--- src/rtl/hs32_pkg.sv ---
// Shared constants for the hs32 fetch stage: state encodings, word size, PC step.
package hs32_pkg;

  localparam int unsigned HS32_WORD      = 32;
  localparam int unsigned HS32_INST_STEP = 4;

  localparam logic [1:0] ST_IDLE = 2'd0;
  localparam logic [1:0] ST_REQ  = 2'd1;
  localparam logic [1:0] ST_DROP = 2'd2;

  function automatic logic [HS32_WORD-1:0] hs32_align(input logic [HS32_WORD-1:0] a);
    return {a[HS32_WORD-1:2], 2'b00};
  endfunction

endpackage

--- src/rtl/hs32_fifo.sv ---
// Small synchronous FIFO; clear wins over push/pop, push+pop allowed when full.
module hs32_fifo #(
  parameter int unsigned WIDTH = 64,
  parameter int unsigned DEPTH = 2,
  localparam int unsigned PW   = $clog2(DEPTH),
  localparam int unsigned CW   = $clog2(DEPTH + 1)
) (
  input  logic             clk,
  input  logic             reset,
  input  logic             push,
  input  logic             pop,
  input  logic             clear,
  input  logic [WIDTH-1:0] wdata,
  output logic [WIDTH-1:0] rdata,
  output logic             full,
  output logic             empty,
  output logic [CW-1:0]    count
);

  logic [WIDTH-1:0] mem [DEPTH];
  logic [PW-1:0]    wr_ptr;
  logic [PW-1:0]    rd_ptr;
  logic             do_push;
  logic             do_pop;

  assign full    = (count == CW'(DEPTH));
  assign empty   = (count == '0);
  assign do_pop  = pop && !empty;
  assign do_push = push && (!full || do_pop);
  assign rdata   = mem[rd_ptr];

  always_ff @(posedge clk or posedge reset) begin
    if (reset) begin
      wr_ptr <= '0;
      rd_ptr <= '0;
      count  <= '0;
      for (int unsigned i = 0; i < DEPTH; i++) mem[PW'(i)] <= '0;
    end else if (clear) begin
      wr_ptr <= '0;
      rd_ptr <= '0;
      count  <= '0;
    end else begin
      if (do_push) begin
        mem[wr_ptr] <= wdata;
        wr_ptr      <= wr_ptr + PW'(1);
      end
      if (do_pop) rd_ptr <= rd_ptr + PW'(1);
      count <= count + CW'(do_push) - CW'(do_pop);
    end
  end

endmodule

--- src/rtl/hs32_fetch.sv ---
// hs32 instruction fetch: single-outstanding memory reads into a PC-tagged
// prefetch FIFO, presented to decode; flush redirects and discards in-flight work.
module hs32_fetch
  import hs32_pkg::*;
#(
  parameter logic [31:0] RESET_PC   = 32'h0000_0000,
  parameter int unsigned FIFO_DEPTH = 2
) (
  input  logic        clk,
  input  logic        reset,
  output logic [31:0] addr,
  output logic        reqm,
  input  logic        ackm,
  input  logic [31:0] dtr,
  output logic [31:0] instd,
  output logic [31:0] pcd,
  output logic        reqd,
  input  logic        ackd,
  input  logic [31:0] newpc,
  input  logic        flush
);

  localparam int unsigned CW = $clog2(FIFO_DEPTH + 1);

  logic [1:0]    state, state_n;
  logic [31:0]   pc, pc_n, addr_n, pc_inc, target;
  logic          reqm_n;
  logic          push, pop, fifo_empty;
  logic [CW-1:0] fifo_count, count_after;
  logic [63:0]   head;
  logic          space_now, space_after;

  assign target      = hs32_align(newpc);
  assign pc_inc      = pc + 32'(HS32_INST_STEP);
  assign push        = reqm && (state == ST_REQ) && ackm && !flush;
  assign pop         = !fifo_empty && ackd && !flush;
  assign count_after = fifo_count + CW'(push) - CW'(pop);
  assign space_now   = fifo_count < CW'(FIFO_DEPTH);
  assign space_after = count_after < CW'(FIFO_DEPTH);

  hs32_fifo #(.WIDTH(64), .DEPTH(FIFO_DEPTH)) u_fifo (
    .clk   (clk),
    .reset (reset),
    .push  (push),
    .pop   (pop),
    .clear (flush),
    .wdata ({pc, dtr}),
    .rdata (head),
    .full  (),
    .empty (fifo_empty),
    .count (fifo_count)
  );

  assign reqd  = !fifo_empty;
  assign pcd   = head[63:32];
  assign instd = head[31:0];

  always_ff @(posedge clk or posedge reset) begin
    if (reset) begin
      state <= ST_IDLE;
      pc    <= RESET_PC;
      addr  <= RESET_PC;
      reqm  <= 1'b0;
    end else begin
      state <= state_n;
      pc    <= pc_n;
      addr  <= addr_n;
      reqm  <= reqm_n;
    end
  end

  // In REQ the outstanding address always equals pc, so pushes tag with pc.
  always_comb begin
    state_n = state;
    pc_n    = pc;
    addr_n  = addr;
    reqm_n  = reqm;
    case (state)
      ST_IDLE: begin
        if (flush) begin
          pc_n    = target;
          addr_n  = target;
          reqm_n  = 1'b1;
          state_n = ST_REQ;
        end else if (space_now) begin
          addr_n  = pc;
          reqm_n  = 1'b1;
          state_n = ST_REQ;
        end
      end
      ST_REQ: begin
        if (ackm && flush) begin
          pc_n   = target;
          addr_n = target;
        end else if (flush) begin
          pc_n    = target;
          state_n = ST_DROP;
        end else if (ackm) begin
          pc_n = pc_inc;
          if (space_after) begin
            addr_n = pc_inc;
          end else begin
            reqm_n  = 1'b0;
            state_n = ST_IDLE;
          end
        end
      end
      ST_DROP: begin
        if (flush) pc_n = target;
        if (ackm) begin
          addr_n  = flush ? target : pc;
          state_n = ST_REQ;
        end
      end
      default: begin
        reqm_n  = 1'b0;
        state_n = ST_IDLE;
      end
    endcase
  end

endmodule

--- config.mk ---
export PLATFORM = sky130hd
export DESIGN_NAME = hs32_fetch
export DESIGN_NICKNAME = d
export VERILOG_FILES = /design/src/rtl/hs32_pkg.sv /design/src/rtl/hs32_fifo.sv /design/src/rtl/hs32_fetch.sv
export SDC_FILE = /design/constraint.sdc
export NUM_CORES = 1
export LEC_CHECK = 0
export CAP_MARGIN = 20
export CORE_AREA = 2 2 135 137
export CTS_CLUSTER_DIAMETER = 120
export CTS_CLUSTER_SIZE = 24
export DETAILED_ROUTE_END_ITERATION = 10
export DIE_AREA = 0 0 137 139
export DONT_BUFFER_PORTS = 1
export HOLD_SLACK_MARGIN = 0.1
export PLACE_DENSITY = 0.71
export REMOVE_ABC_BUFFERS = 1
export SLEW_MARGIN = 20
export SYNTH_ARGS = -nofsm -noshare
export SYNTH_HDL_FRONTEND = slang
export SYNTH_SLANG_ARGS = --single-unit
--- constraint.sdc ---
create_clock -name clk -period 13.45 [get_ports clk]
set_input_delay 2.69 -clock clk [delete_from_list [all_inputs] [get_ports clk]]
set_output_delay 2.69 -clock clk [all_outputs]
set_load 0.05 [all_outputs]
==> results of run 1 <==
-- routing by layer --
metal | share of wire, % | up-vias
met3 | 10 | 55
li1 | - | 3387
met1 | 41 | 3819
met2 | 47 | 414
met5 | 0.051 | -
met4 | 2.6 | 2
-- report_power, final --
part | total (mW) | switching, mW | internal, mW
combinational | 1.13 | 0.761 | 0.370
sequential | 1.22 | 0.372 | 0.847
clock | 0.474 | 0.230 | 0.244
total | 2.82 | 1.36 | 1.46
-- state kept, by name, indices dropped and copies added, names as in the netlist --
register,flops
u_fifo.count,2
u_fifo.rd_ptr,1
u_fifo.mem,128
reqm,1
state,2
pc,32
addr,32
u_fifo.wr_ptr,1
-- cell families (layout without fill, tap and decap cells) --
group | Yosys count | after routing | synth area share (%)
AO/OA/AOI/OAI | 209 | 209 | 13.45
XOR/XNOR | 8 | 8 | 0.6798
buffers and inverters | 104 | 60 | 4.079
multiplexers | 199 | 199 | 21.69
adder cells (fa/ha/maj) | 4 | 4 | 0.4856
flip-flops | 199 | 199 | 48.31
AND/OR/NAND/NOR | 220 | 220 | 11.30
-- cell usage after synthesis, types with 5 or more instances --
cell type	number	area share [%]
a21oi_1	53	2.6
a221oi_1	8	0.68
a22oi_1	7	0.51
a31oi_1	7	0.42
a32oi_1	7	0.59
and3_1	7	0.42
and4_1	6	0.51
buf_2	18	0.87
clkbuf_1	65	2.4
dfrtp_1	199	48
inv_1	14	0.51
mux2_2	195	21
nand2_1	58	2.1
nand3_1	23	1.1
nand4_1	12	0.73
nor2_1	41	1.5
nor2b_1	5	0.30
nor3_1	21	1.0
nor4_1	15	0.91
o21ai_0	45	2.2
o221ai_1	6	0.51
o22ai_1	11	0.67
o31a_1	7	0.59
o31ai_1	13	0.95
o32ai_1	6	0.51
o41ai_1	10	0.85
or3_1	8	0.49
xnor2_1	5	0.42
-- worst max-delay path, stage by stage --
cell,delay [ps]
nor2b_1,170
nand4_1,120
a21oi_1,360
nor2b_4,730
buf_4,620
mux2_2,410
-- final timing paths --
path	from	slack, ps	depth (start not counted)	to
setup reg to reg	u_fifo.count[1]$_DFF_PP0_	10160	10	addr[23]$_DFFE_PP0P_
setup / recovery	flush	8570	6	u_fifo.mem[98]$_DFFE_PP0P_
hold reg to reg	u_fifo.mem[44]$_DFFE_PP0P_	500	1	u_fifo.mem[44]$_DFFE_PP0P_
min in group asynchronous	reset	2270	1	u_fifo.mem[31]$_DFFE_PP0P_
max in group asynchronous	reset	9850	3	u_fifo.mem[32]$_DFFE_PP0P_
hold / removal	u_fifo.mem[44]$_DFFE_PP0P_	500	1	u_fifo.mem[44]$_DFFE_PP0P_
-- cell type report --
class	instances	share of cell area [%]
multi-input cells	640	45.19
repair buffers	13	1.008
inverters	16	0.6186
clock buffers	19	4.055
clock inverters	12	0.8936
well taps	229	2.623
flip-flops and latches	199	45.61
-- cells in the final DEF, fill, tap and decap left out, types with 5 or more instances in the layout --
cell,synthesis,final
a31oi_1,7,7
o31ai_1,13,13
nand4_1,12,12
nor2_1,41,41
nand3_1,23,23
o32ai_1,6,6
o22ai_1,11,11
inv_1,14,13
xnor2_1,5,5
mux2_2,195,195
and3_1,7,7
a22oi_1,7,7
o41ai_1,10,10
nor4_1,15,15
o221ai_1,6,6
dfrtp_1,199,198
nand2_1,58,57
o21ai_0,45,44
nor3_1,21,21
and4_1,6,6
a221oi_1,8,8
clkbuf_16,0,17
a21oi_1,53,53
buf_4,2,12
o31a_1,7,7
or3_1,8,8
a32oi_1,7,7
-- through the flow --
step / instances / hold WS (ps) / area (sq um)
2_1_floorplan: 855 / 473.9 / 9947
3_3_place_gp: 1096 / 480.5 / 10360
3_5_place_dp: 1096 / 487.3 / 10360
4_1_cts: 1127 / 502.4 / 10900
5_1_grt: 1128 / 512.2 / 10920
6_report: 1128 / 501.5 / 10920
==> results.py, run 1 <==
metrics = {
    "synthesis": {
        "netlist_instances": 943,
        "seq_area_frac_synth_pct": 48.31,
        "ys_types": 63,
        "syn-cell-area_sq_um": 10310,
        "synth_flop_cell": "dfrtp_1",
        "synth.yosys.warnings": 0,
        "ys_ff_latch": 199,
        "synth-async-reset-ratio_pct": 100.0,
        "synth-edff-count": 0,
        "avgSynthCellArea_sq_um": 10.93,
    },
    "clock_tree": {
        "clk_pin_slew_ps": 70,
        "cts_sinks": 199,
        "cts_setup_buffers": 0,
        "postCtsResizedCells": 0,
        "cts-root-buf": "clkbuf_16",
        "postCtsHoldBufs": 0,
        "clock_latency_ps": 430,
        "htree_levels": 4,
        "clockBufferDepth": 2,
        "numCtsBuffers": 17,
        "cts_tree": "yes",
    },
    "worst_setup_path": {
        "cp-start-kind": "input pin",
        "crit_path_max_fanout": 54,
        "crit_type": "input pin to register",
        "worstPathArrival_ps": 5190,
        "endpoint_kind": "register",
        "worstPathRequired_ps": 13760,
    },
    "floorplanning": {
        "dieArea_sq_um": 19040,
        "die_h_microns": 139,
        "die_x_microns": 137,
        "ios": 167,
        "initial_core_util_pct": 58.38,
        "rows": 49,
        "core_sq_um": 17660,
    },
    "global_route": {
        "use_met1_pct": 35.68,
        "grt_util_met2_pct": 42.18,
        "antenna_found_initial": 2,
        "grt_usage_pct": 26.96,
        "grt_pass1_wl_microns": 40590,
        "grt_pass1_vias": 7690,
        "met3_usage_pct": 7.456,
        "busiest_layer": "met2",
        "grt_max_degree": 122,
        "grt-ovfl-total": 0,
    },
    "timing": {
        "setup_viol": 0,
        "min_period_ps": 4878,
        "finalHoldViolCount": 0,
        "drv_slew": 0,
        "relSlewSlack_pct": 28.74,
        "worstMarginPinSlew_ps": 1065,
        "finalClockSkew_ps": 8.566,
        "rsz0062_at_grt": "no",
        "fmax_mhz": 205.0,
        "finalWorstSetupSlack_ps": 8572,
        "period_share_pct": 36.26,
        "final.setup.tns_ps": 0,
    },
    "final_layout": {
        "postLayoutCoreUtil_pct": 61.86,
        "drive_gt1_share_pct": 28.70,
        "diodes": 0,
        "final_nets": 960,
        "multi_input_comb_area_sq_um": 4936,
        "nFillCells": 1388,
        "seq_area_sq_um": 4981,
        "area.growth.synth_to_final_pct": 5.960,
    },
    "power": {
        "finalPower_mw": 2.824,
        "irDropWorstVdd_mv": 0.1750,
        "powerDensity_nw_per_um2": 258.6,
        "power_leakage_nw": 4.488,
    },
    "detailed_routing": {
        "route.detailed.drc": 0,
        "dr_total_vias": 7677,
        "first_iter_violations": 633,
        "ant_nets": 0,
        "routed_wl_microns": 25650,
        "viasPerCell": 6.806,
        "dr.pass1.iters": 5,
        "wl_per_cell_microns": 22.74,
    },
    "min_path": {
        "hold_path.class": "register to register",
    },
    "flow_run": {
        "drv_cap": 0,
    },
    "place": {
        "routabilityCongestion": 0.9111,
        "dp_slack_ps": 8136,
        "hpwl_microns": 16740,
        "portBuffers": 0,
    },
    "outcome": {
        "status": "completed",
    },
}
No activity file was read; power rests on OpenSTA's default activity.
==> inputs of run 2 (changes only) <==
CORE_AREA = 2 2 137 139   (was 2 2 135 137)
DIE_AREA = 0 0 139 141   (was 0 0 137 139)
PLACE_DENSITY = 0.72   (was 0.71)
clock period = 4.4 ns   (was 13.45 ns; I/O delays follow)
==> results.py, run 2 (same netlist as run 1, synthesis figures left out) <==
metrics = {
    "outcome": {
        "status": "completed",
    },
    "final_layout": {
        "multi_input_comb_area_sq_um": 4936,
        "seq_area_sq_um": 4981,
        "largest_reg_flops": 128,
        "final_cell_mix": "198 x dfrtp_1, 195 x mux2_2, 57 x nand2_1",
        "top_register": "u_fifo.mem",
        "diodes": 0,
        "drive_gt1_share_pct": 29.05,
        "layout_commonest_cell": "dfrtp_1",
        "area.growth.synth_to_final_pct": 6.470,
        "postLayoutCoreUtil_pct": 60.08,
        "final_nets": 963,
        "top_regs": "u_fifo.mem (128), addr (32), pc (32)",
        "nFillCells": 1504,
    },
    "power": {
        "irDropWorstVdd_mv": 0.4413,
        "power_leakage_nw": 4.520,
        "powerDensity_nw_per_um2": 788.7,
    },
    "detailed_routing": {
        "ant_nets": 0,
        "viasPerCell": 6.516,
        "dr.pass1.iters": 6,
        "route.detailed.drc": 0,
        "dr_total_vias": 7402,
        "first_iter_violations": 647,
        "routed_wl_microns": 24840,
        "wl_per_cell_microns": 21.87,
    },
    "timing": {
        "period_share_pct": 73.75,
        "min_period_ps": 3245,
        "drv_slew": 0,
        "finalWorstSetupSlack_ps": 1155,
        "fin_hold_ws_ps": 436.1,
        "setup_viol": 0,
        "finalHoldViolCount": 0,
        "finalClockSkew_ps": 13.31,
        "relSlewSlack_pct": 34.49,
        "rsz0062_at_grt": "no",
        "fmax_mhz": 308.2,
        "worstMarginPinSlew_ps": 979.1,
    },
    "worst_setup_path": {
        "crit_family": "compound AO/OA/AOI/OAI gates",
        "slowest_stage": "o21a_1",
        "endpoint_kind": "register",
        "crit_buf_inv": 0,
        "cp-start-kind": "register",
        "crit_type": "register to register",
        "worstPathArrival_ps": 3590,
        "max_stage_delay_ps": 630,
        "worstPathRequired_ps": 4740,
        "path_cells": "or2_2 > nand2_1 > nor2_1 > ha_1 > nor4bb_1 > xnor2_1 > o21a_1 > o221ai_1 > o21ai_0",
        "crit_path_max_fanout": 15,
    },
    "global_route": {
        "grt_pass1_wl_microns": 40110,
        "grt_usage_pct": 25.66,
        "grt_pass1_vias": 7181,
        "grt_max_degree": 121,
        "antenna_found_initial": 0,
        "grt-ovfl-total": 0,
    },
    "clock_tree": {
        "cts_setup_buffers": 0,
        "clk_pin_slew_ps": 70,
        "postCtsHoldBufs": 0,
        "cts-root-buf": "clkbuf_16",
        "cts_sinks": 199,
        "numCtsBuffers": 17,
        "postCtsResizedCells": 0,
        "clockBufferDepth": 2,
        "htree_levels": 4,
        "cts_tree": "yes",
        "clock_latency_ps": 430,
    },
    "place": {
        "routabilityCongestion": 0.8562,
        "portBuffers": 0,
        "dp_slack_ps": 1189,
        "hpwl_microns": 16130,
    },
    "floorplanning": {
        "die_h_microns": 141,
        "initial_core_util_pct": 56.42,
        "dieArea_sq_um": 19600,
        "core_sq_um": 18270,
        "rows": 50,
        "die_x_microns": 139,
        "ios": 167,
    },
    "min_path": {
        "hold_path.class": "input pin to asynchronous set/reset pin",
    },
    "flow_run": {
        "drv_cap": 0,
    },
}
==> run 2: cell types whose count changed in the layout (fill, tap and decap cells not counted) <==
| cell | before | now |
|---|---|---|
| buf_4 | 12 | 15 |
| bufinv_16 | 0 | 1 |
| clkbuf_1 | 1 | 0 |
| clkbuf_8 | 1 | 0 |
| clkinv_4 | 2 | 3 |
| clkinvlp_4 | 4 | 2 |
| inv_6 | 2 | 4 |
==> run 2: worst paths after layout <==
path,startpoint,to,slack [ps],cells after the start
worst max-delay path,u_fifo.count[1]$_DFF_PP0_,addr[19]$_DFFE_PP0P_,1150,9
worst min-delay path,reset,u_fifo.mem[31]$_DFFE_PP0P_,440,1
worst max register to register,u_fifo.count[1]$_DFF_PP0_,addr[19]$_DFFE_PP0P_,1150,9
worst min register to register,u_fifo.mem[44]$_DFFE_PP0P_,u_fifo.mem[44]$_DFFE_PP0P_,500,1
max in group asynchronous,reset,u_fifo.mem[71]$_DFFE_PP0P_,3000,2
min in group clk,u_fifo.mem[44]$_DFFE_PP0P_,u_fifo.mem[44]$_DFFE_PP0P_,500,1
==> run 2: routing by layer <==
metal / global-route usage, % / vias up / routed length, microns
li1: - / 3401 / -
met1: 35.51 / 3646 / 10570
met2: 39.36 / 331 / 11450
met3: 7.711 / 24 / 2457
met4: 7.762 / 0 / 359
met5: 0 / - / 0
==> run 2: final cells by class <==
| type | instances | share of cell area [%] |
|---|---|---|
| Clock buffer | 17 | 3.876 |
| Inverter | 16 | 0.6157 |
| Sequential cell | 199 | 45.39 |
| Tap cell | 234 | 2.668 |
| Timing Repair Buffer | 16 | 1.209 |
| Clock inverter | 14 | 1.266 |
| Multi-Input combinational cell | 640 | 44.98 |
==> run 2: stage by stage <==
| stage | cell area (sq um) | cells | TNS [ps] | power [mW] |
|---|---|---|---|---|
| 2_1_floorplan | 9947 | 855 | -421750 | 6.518 |
| 3_3_place_gp | 10410 | 1105 | 0 | 7.084 |
| 3_5_place_dp | 10410 | 1105 | 0 | 7.173 |
| 4_1_cts | 10970 | 1136 | 0 | 8.700 |
| 5_1_grt | 10970 | 1136 | 0 | 9.101 |
| 6_report | 10970 | 1136 | 0 | 8.656 |
==> run 2: power breakdown <==
part,internal (mW),total (mW),switching [mW]
Combinational,1.14,3.40,2.26
Sequential,2.59,3.75,1.16
Clock,0.793,1.51,0.720
